**config.mk**
```make
export PLATFORM = sky130hd
export DESIGN_NAME = bch_syndrome_gen
export DESIGN_NICKNAME = d
export VERILOG_FILES = /design/src/rtl/bch_pkg.sv /design/src/rtl/syn_horner_cell.sv /design/src/rtl/bch_syndrome_gen.sv
export SDC_FILE = /design/constraint.sdc
export NUM_CORES = 1
export LEC_CHECK = 0
export CORE_ASPECT_RATIO = 1.2
export CORE_MARGIN = 4
export CORE_UTILIZATION = 55
export CTS_BUF_LIST = sky130_fd_sc_hd__clkbuf_4
export DETAILED_ROUTE_END_ITERATION = 10
export GPL_TIMING_DRIVEN = 0
export PLACE_DENSITY = 0.67
export SYNTH_ARGS = -nofsm -noshare
export SYNTH_HDL_FRONTEND = slang
export SYNTH_SLANG_ARGS = --single-unit
```
**constraint.sdc**
```tcl
create_clock -name clk -period 3.8 [get_ports clk]
set_input_delay 0.57 -clock clk [delete_from_list [all_inputs] [get_ports clk]]
set_output_delay 0.57 -clock clk [all_outputs]
set_load 0.05 [all_outputs]
```
**src/rtl/bch_pkg.sv**
```systemverilog
`default_nettype none
// ============================================================================
// Module  : bch_pkg
// Purpose : GF(2^13) constants, FSM state type and constant-multiplier helpers
//           shared by the BCH syndrome generator.
// Revision: 1.0 - initial release
// ============================================================================
package bch_pkg;

  localparam int GF_M = 13;
  // x^13 + x^4 + x^3 + x + 1
  localparam logic [GF_M:0] GF_POLY = 14'h201B;
  localparam int T    = 8;
  localparam int NSYN = 2 * T;
  // Upper bound on the constant exponent of a single multiplier
  localparam int MAX_POW = 64;

  typedef enum logic [1:0] {
    ST_IDLE  = 2'd0,
    ST_ACCUM = 2'd1,
    ST_DRAIN = 2'd2
  } bch_state_e;

  function automatic logic [GF_M-1:0] gf_mul_alpha(input logic [GF_M-1:0] a);
    return {a[GF_M-2:0], 1'b0} ^ (a[GF_M-1] ? GF_POLY[GF_M-1:0] : {GF_M{1'b0}});
  endfunction

  // Called with a constant n, so it folds into a fixed XOR network
  function automatic logic [GF_M-1:0] gf_mul_alpha_pow(input logic [GF_M-1:0] a,
                                                       input int n);
    logic [GF_M-1:0] r;
    r = a;
    for (int k = 0; k < MAX_POW; k++) begin
      if (k < n) r = gf_mul_alpha(r);
    end
    return r;
  endfunction

endpackage
`default_nettype wire

```
**src/rtl/syn_horner_cell.sv**
```systemverilog
`default_nettype none
// ============================================================================
// Module  : syn_horner_cell
// Purpose : One Horner-rule syndrome accumulator S <= S*alpha^I ^ bit.
// Revision: 1.0 - initial release
// ============================================================================
module syn_horner_cell
  import bch_pkg::*;
#(
  parameter int I = 1
) (
  input  logic            clk,
  input  logic            reset,
  input  logic            clr_i,
  input  logic            en_i,
  input  logic            bit_i,
  output logic [GF_M-1:0] syn_o
);

  logic [GF_M-1:0] syn_q;
  logic [GF_M-1:0] syn_d;
  logic [GF_M-1:0] prod_w;

  // A clear folds into the first update so the first bit needs no extra cycle
  always_comb begin
    prod_w = gf_mul_alpha_pow(syn_q, I);
    syn_d  = syn_q;
    if (en_i) begin
      syn_d = (clr_i ? {GF_M{1'b0}} : prod_w) ^ {{(GF_M-1){1'b0}}, bit_i};
    end
  end

  always_ff @(posedge clk) begin
    if (reset) begin
      syn_q <= '0;
    end else begin
      syn_q <= syn_d;
    end
  end

  assign syn_o = syn_q;

endmodule
`default_nettype wire

```
**src/rtl/bch_syndrome_gen.sv**
```systemverilog
`default_nettype none
// ============================================================================
// Module  : bch_syndrome_gen
// Purpose : Serial BCH syndrome generator over GF(2^13); accumulates S1..SNSYN
//           per received bit, then streams them out one word per cycle.
// Revision: 1.0 - initial release
// ============================================================================
module bch_syndrome_gen
  import bch_pkg::*;
#(
  parameter int N    = 8191,
  parameter int NSYN = bch_pkg::NSYN
) (
  input  logic            clk,
  input  logic            reset,
  input  logic            in_valid,
  input  logic            in_bit,
  input  logic            in_last,
  output logic            in_ready,
  output logic            start,
  output logic [GF_M-1:0] gsynd,
  output logic            syn_valid,
  output logic            syn_nz,
  output logic            len_err
);

  localparam int IDX_W = (NSYN > 1) ? $clog2(NSYN) : 1;
  localparam int CNT_W = GF_M + 1;

  bch_state_e       state_q, state_d;
  logic [GF_M-1:0]  cnt_q, cnt_d;
  logic             ovf_q, ovf_d;
  logic [IDX_W-1:0] drain_q, drain_d;
  logic             len_err_q, len_err_d;

  logic             accept_w;
  logic             clr_w;
  logic             drain_end_w;
  logic [CNT_W-1:0] cnt_inc_w;
  logic             len_bad_w;
  logic             nz_w;
  logic [GF_M-1:0]  syn_w [NSYN];

  assign accept_w    = in_valid & in_ready;
  assign clr_w       = (state_q == ST_IDLE);
  assign drain_end_w = (drain_q == IDX_W'(NSYN - 1));

  generate
    for (genvar g = 0; g < NSYN; g++) begin : g_cell
      syn_horner_cell #(
        .I (g + 1)
      ) u_cell (
        .clk   (clk),
        .reset (reset),
        .clr_i (clr_w),
        .en_i  (accept_w),
        .bit_i (in_bit),
        .syn_o (syn_w[g])
      );
    end
  endgenerate

  always_ff @(posedge clk) begin
    if (reset) begin
      state_q <= ST_IDLE;
    end else begin
      state_q <= state_d;
    end
  end

  always_comb begin
    state_d = state_q;
    case (state_q)
      ST_IDLE: begin
        if (accept_w) state_d = in_last ? ST_DRAIN : ST_ACCUM;
      end
      ST_ACCUM: begin
        if (accept_w && in_last) state_d = ST_DRAIN;
      end
      ST_DRAIN: begin
        if (drain_end_w) state_d = ST_IDLE;
      end
      default: state_d = ST_IDLE;
    endcase
  end

  always_comb begin
    in_ready  = 1'b0;
    syn_valid = 1'b0;
    start     = 1'b0;
    case (state_q)
      ST_IDLE, ST_ACCUM: in_ready = 1'b1;
      ST_DRAIN: begin
        syn_valid = 1'b1;
        start     = (drain_q == '0);
      end
      default: ;
    endcase
  end

  // The count is one wider than the field so lengths beyond 2^13-1 stay wrong
  always_comb begin
    cnt_inc_w = (state_q == ST_IDLE) ? CNT_W'(1) : ({1'b0, cnt_q} + CNT_W'(1));
    len_bad_w = ((state_q != ST_IDLE) && ovf_q) || (cnt_inc_w != CNT_W'(N));
    cnt_d     = cnt_q;
    ovf_d     = ovf_q;
    len_err_d = len_err_q;
    drain_d   = drain_q;
    if (accept_w) begin
      cnt_d = cnt_inc_w[GF_M-1:0];
      ovf_d = ((state_q != ST_IDLE) && ovf_q) || cnt_inc_w[GF_M];
      if (in_last) len_err_d = len_bad_w;
    end
    if (state_q == ST_DRAIN) begin
      drain_d = drain_end_w ? '0 : drain_q + IDX_W'(1);
    end
  end

  always_ff @(posedge clk) begin
    if (reset) begin
      cnt_q     <= '0;
      ovf_q     <= 1'b0;
      drain_q   <= '0;
      len_err_q <= 1'b0;
    end else begin
      cnt_q     <= cnt_d;
      ovf_q     <= ovf_d;
      drain_q   <= drain_d;
      len_err_q <= len_err_d;
    end
  end

  always_comb begin
    gsynd = '0;
    nz_w  = 1'b0;
    for (int g = 0; g < NSYN; g++) begin
      nz_w = nz_w | (syn_w[g] != '0);
    end
    if (syn_valid) gsynd = syn_w[drain_q];
  end

  assign syn_nz  = syn_valid & nz_w;
  assign len_err = syn_valid & len_err_q;

endmodule
`default_nettype wire

```
==> summary.txt <==
Clocking
  – Hold-fix buffers, CTS: 0
  – Longest Clk Path Bufs: 3
  – CTS Root Cell: clkbuf_4
  – Clock-pin slew on the worst setup and hold paths: 0.07 ns
  – H-tree depth: 2
  – Worst-Skew Late Latency: 0.79 ns
  – Clock buffer count from CTS: 61
  – Clk sinks: 229
  – TritonCTS clock tree: built

Synthesis
  – FF+latch count, synth: 229
  – Synth Area in Simple Gates: 0.149
  – Post-synthesis cell area: 14300 um^2
  – XOR/XNOR Fraction of Synth Area: 0.183
  – Largest area contributor in the netlist: dfxtp_1
  – Share of the synthesized area in the top cell type: 0.321
  – Top-count cell post-synth: dfxtp_1
  – Syn Area/Cell: 8.84 um^2
  – Commonest cells in the netlist: dfxtp_1, xnor2_1, nor2_1, a22oi_1, nand2_1
  – Adder-cell share of the synthesized area: 0.0412
  – Syn_nets: 1667
  – Post-synth cell types: 51
  – Number of synthesized flops with an enable pin: 0
  – Share of the yosys chip area belonging to registers: 0.321
  – Mux contribution to synthesized area: 0.117
  – Synth Area in Compound Gates: 0.121
  – Largest family of logic cells by synthesized area: XOR/XNOR gates
  – Prevailing post-synth register cell: dfxtp_1
  – Post-synthesis cell count: 1615
  – Post-synth ARST share: 0
  – Synth Warn #: 0
  – Synth top area cells: dfxtp_1, xnor2_1, mux4_2

Hold path
  – Hold path cells: 2
  – Min-delay src: ovf_q
  – Class of the worst hold path: reg2reg
  – WHS Endpoint: ovf_q

Place
  – Cell Area, Placed: 14900 um^2
  – Place WS: 0.0784 ns
  – Port Buf Inserts: 22
  – Placer congestion estimate: 1.03
  – DP HPWL: 38.8 mm
  – # placed instances: 1967

Route
  – Vias: 12.9k
  – Drt drc: 0
  – Drt total wl: 51.8 mm
  – Routed len/inst: 24.9 um
  – Antenna Nets Post-Route: 0
  – Vias/cell: 6.24
  – First DRT Iteration DRCs: 1732
  – Pre-antenna DRT Iters: 6

Power
  – Internal: 3760 uW
  – Design Power: 5310 uW
  – Combinational fraction of design power: 0.112
  – Part of the power in registers: 0.465
  – Leakage Power: 0.00564 uW
  – PD cells: 338 nW/um^2
  – Maximum vdd drop: 0.000287 V
  – Clock power frac: 0.422
  – Sw Share: 0.291
  – Switch Pwr: 1540 uW

Setup path
  – Reg2reg start: state_q[0]
  – Crit Path Max Fanout: 10
  – CP Data Required Time: 3.23 ns
  – Register-to-Register Path Depth: 6
  – Worst setup SP type: flip-flop
  – Most frequent CP cell: buf_6
  – Crit end category: output port
  – Delay of the slowest critical-path stage: 0.64 ns
  – Crit Reg-Reg Endpoint: g_cell[15].u_cell.syn_o[11]
  – Crit-path cells: buf_6, buf_6, mux4_1, mux4_2, and2_1, clkdlybuf4s15_2
  – Crit Path Class: reg2out
  – Reg2Reg Setup Slack: 0.70 ns
  – CP max stage cell: mux4_1
  – Worst endpoint data arrival time: 3.22 ns

Layout
  – Total Nets Final: 1752
  – Area growth syn-to-layout: 9.78%
  – Final Non-Filler Cells: 2075
  – Layout cells sized above 1: 0.118
  – Post-Layout Inst Area: 15700 um^2

Outcome
  – Status: completed

Floorplan
  – # rows: 64
  – # IOs: 23
  – Die Ht: 185 um
  – DIE AREA: 28600 um^2
  – Die width: 155 um
  – Core footprint: 25500 um^2
  – Initial Util: 0.559

STA
  – Measured slew at the worst slew-check pin: 1.41 ns
  – Max Slew Vio Count: 0
  – FMAX: 264 MHz
  – Final hold viol count: 0
  – Final Cycle Share: 0.997
  – Final setup vio count: 0
  – RSZ-0062 raised after global routing: yes
  – Setup TNS: 0 ns
  – Worst Skew: 0.0326 ns
  – Post-layout min period: 3.79 ns
  – Final WS setup: 0.0129 ns
  – Worst slew margin: 0.0561

Global routing
  – Vias in the first global route: 12.6k
  – Initial antenna violation count: 5
  – Grt total ovfl: 0
  – Largest net degree at the start of global routing: 16
  – Global-route wire length before repair: 78.3 mm
  – GRT Overall Usage: 0.362

Job
  – Number of max-cap violations: 0
## cell type report
cell class              count  area, um^2
repair buffers             22         160
fillers                  2351        9860
clock buffers              99         743
clock inverters             8        31.3
inverters                  96         360
flip-flops and latches    229        4580
well taps                 330         413
multi-input cells        1148        8770
diodes                      1        2.50
plain buffers             142         613
## placed cells by master, fill, tap and decap left out, types with 6 or more instances in the layout
cell and instances:
dfxtp_1 229, a22oi_1 114, clkdlybuf4s50_1 6, a211oi_1 12, buf_6 6, clkbuf_4 100
mux4_1 12, clkbuf_1 106, mux4_2 53, nand3_1 59, xnor2_1 211, buf_2 27
ha_1 46, a21o_1 9, nor4_1 29, mux2i_1 11, nand2_1 109, nand4_1 20
o21ai_0 28, and2_1 27, inv_1 94, buf_1 10, xor2_1 87, clkinv_1 7
o32ai_1 8, nor2_1 171, or3_1 9, nor3_1 16, a21oi_1 71
## registers in the layout (all words and copies together) (netlist names)
signal	count
cnt_q	13
drain_q	4
g_cell.u_cell.syn_o	208
len_err_q	1
ovf_q	1
state_q	2
## repair_timing
item / 4_1_cts / 5_1_grt
gates resized for setup: 60 / 33
endpoints found under the setup margin: 15 / 16
pin swaps: 0 / 1
buffers inserted: 0 / 0
## metrics by stage
stage / utilization / hold slack, ns
after floorplan: - / 0.441
after global placement: 0.584 / 0.459
after global routing: 0.614 / 0.493
after detailed placement: 0.584 / 0.463
after CTS: 0.616 / 0.468
final: 0.614 / 0.484
## layer usage
metal  part of all wire  wire, um  vias to the layer above  GRT usage
met3               0.11      5510                      179     0.0984
met5            0.00071        37                        -          0
met1               0.38     19600                     6239      0.446
met2               0.46     23700                      734      0.584
met4              0.057      2970                        6      0.185
li1                   -         -                     5785          -
## power groups by stage
| stage | clock network (uW) | logic (uW) | registers [uW] |
|---|---|---|---|
| 6_report | 2240 | 596 | 2470 |
| 5_1_grt | 2400 | 627 | 2470 |
| 4_1_cts | 2270 | 578 | 2470 |
| 3_5_place_dp | 0 | 571 | 2520 |
| 3_3_place_gp | 0 | 567 | 2520 |
| 2_1_floorplan | 0 | 376 | 2500 |
## worst max-delay path by stage
stage | start | end | slack (ns) | depth (start not counted)
floorplan | drain_q[1] | start | 0.66 | 6
global placement | g_cell[12].u_cell.syn_o[9] | syn_nz | 0.10 | 9
detailed placement | g_cell[12].u_cell.syn_o[8] | syn_nz | 0.08 | 8
CTS | drain_q[1] | gsynd[10] | 0.007 | 7
global route | drain_q[0] | gsynd[4] | -0.10 | 6
finish | drain_q[0] | gsynd[4] | 0.01 | 6
## worst max-delay path, delay by kind of cell (launching register included)
kind,cells,cell delay (ns)
buffers and inverters,3,0.73
flip-flops,1,0.36
multiplexers,2,1.13
AND/OR/NAND/NOR,1,0.23
## cells by family (layout without fill, tap and decap cells)
family / after synthesis / count (layout)
buffers and inverters: 238 / 367
DFF: 229 / 229
adders and majority gates: 47 / 47
and+or+nand+nor: 463 / 463
xor gates and xnor gates: 298 / 298
AOI/OAI and AO/OA: 261 / 261
muxes: 79 / 79
other: 0 / 1
Note: power is estimated with default switching activity, not from simulation.
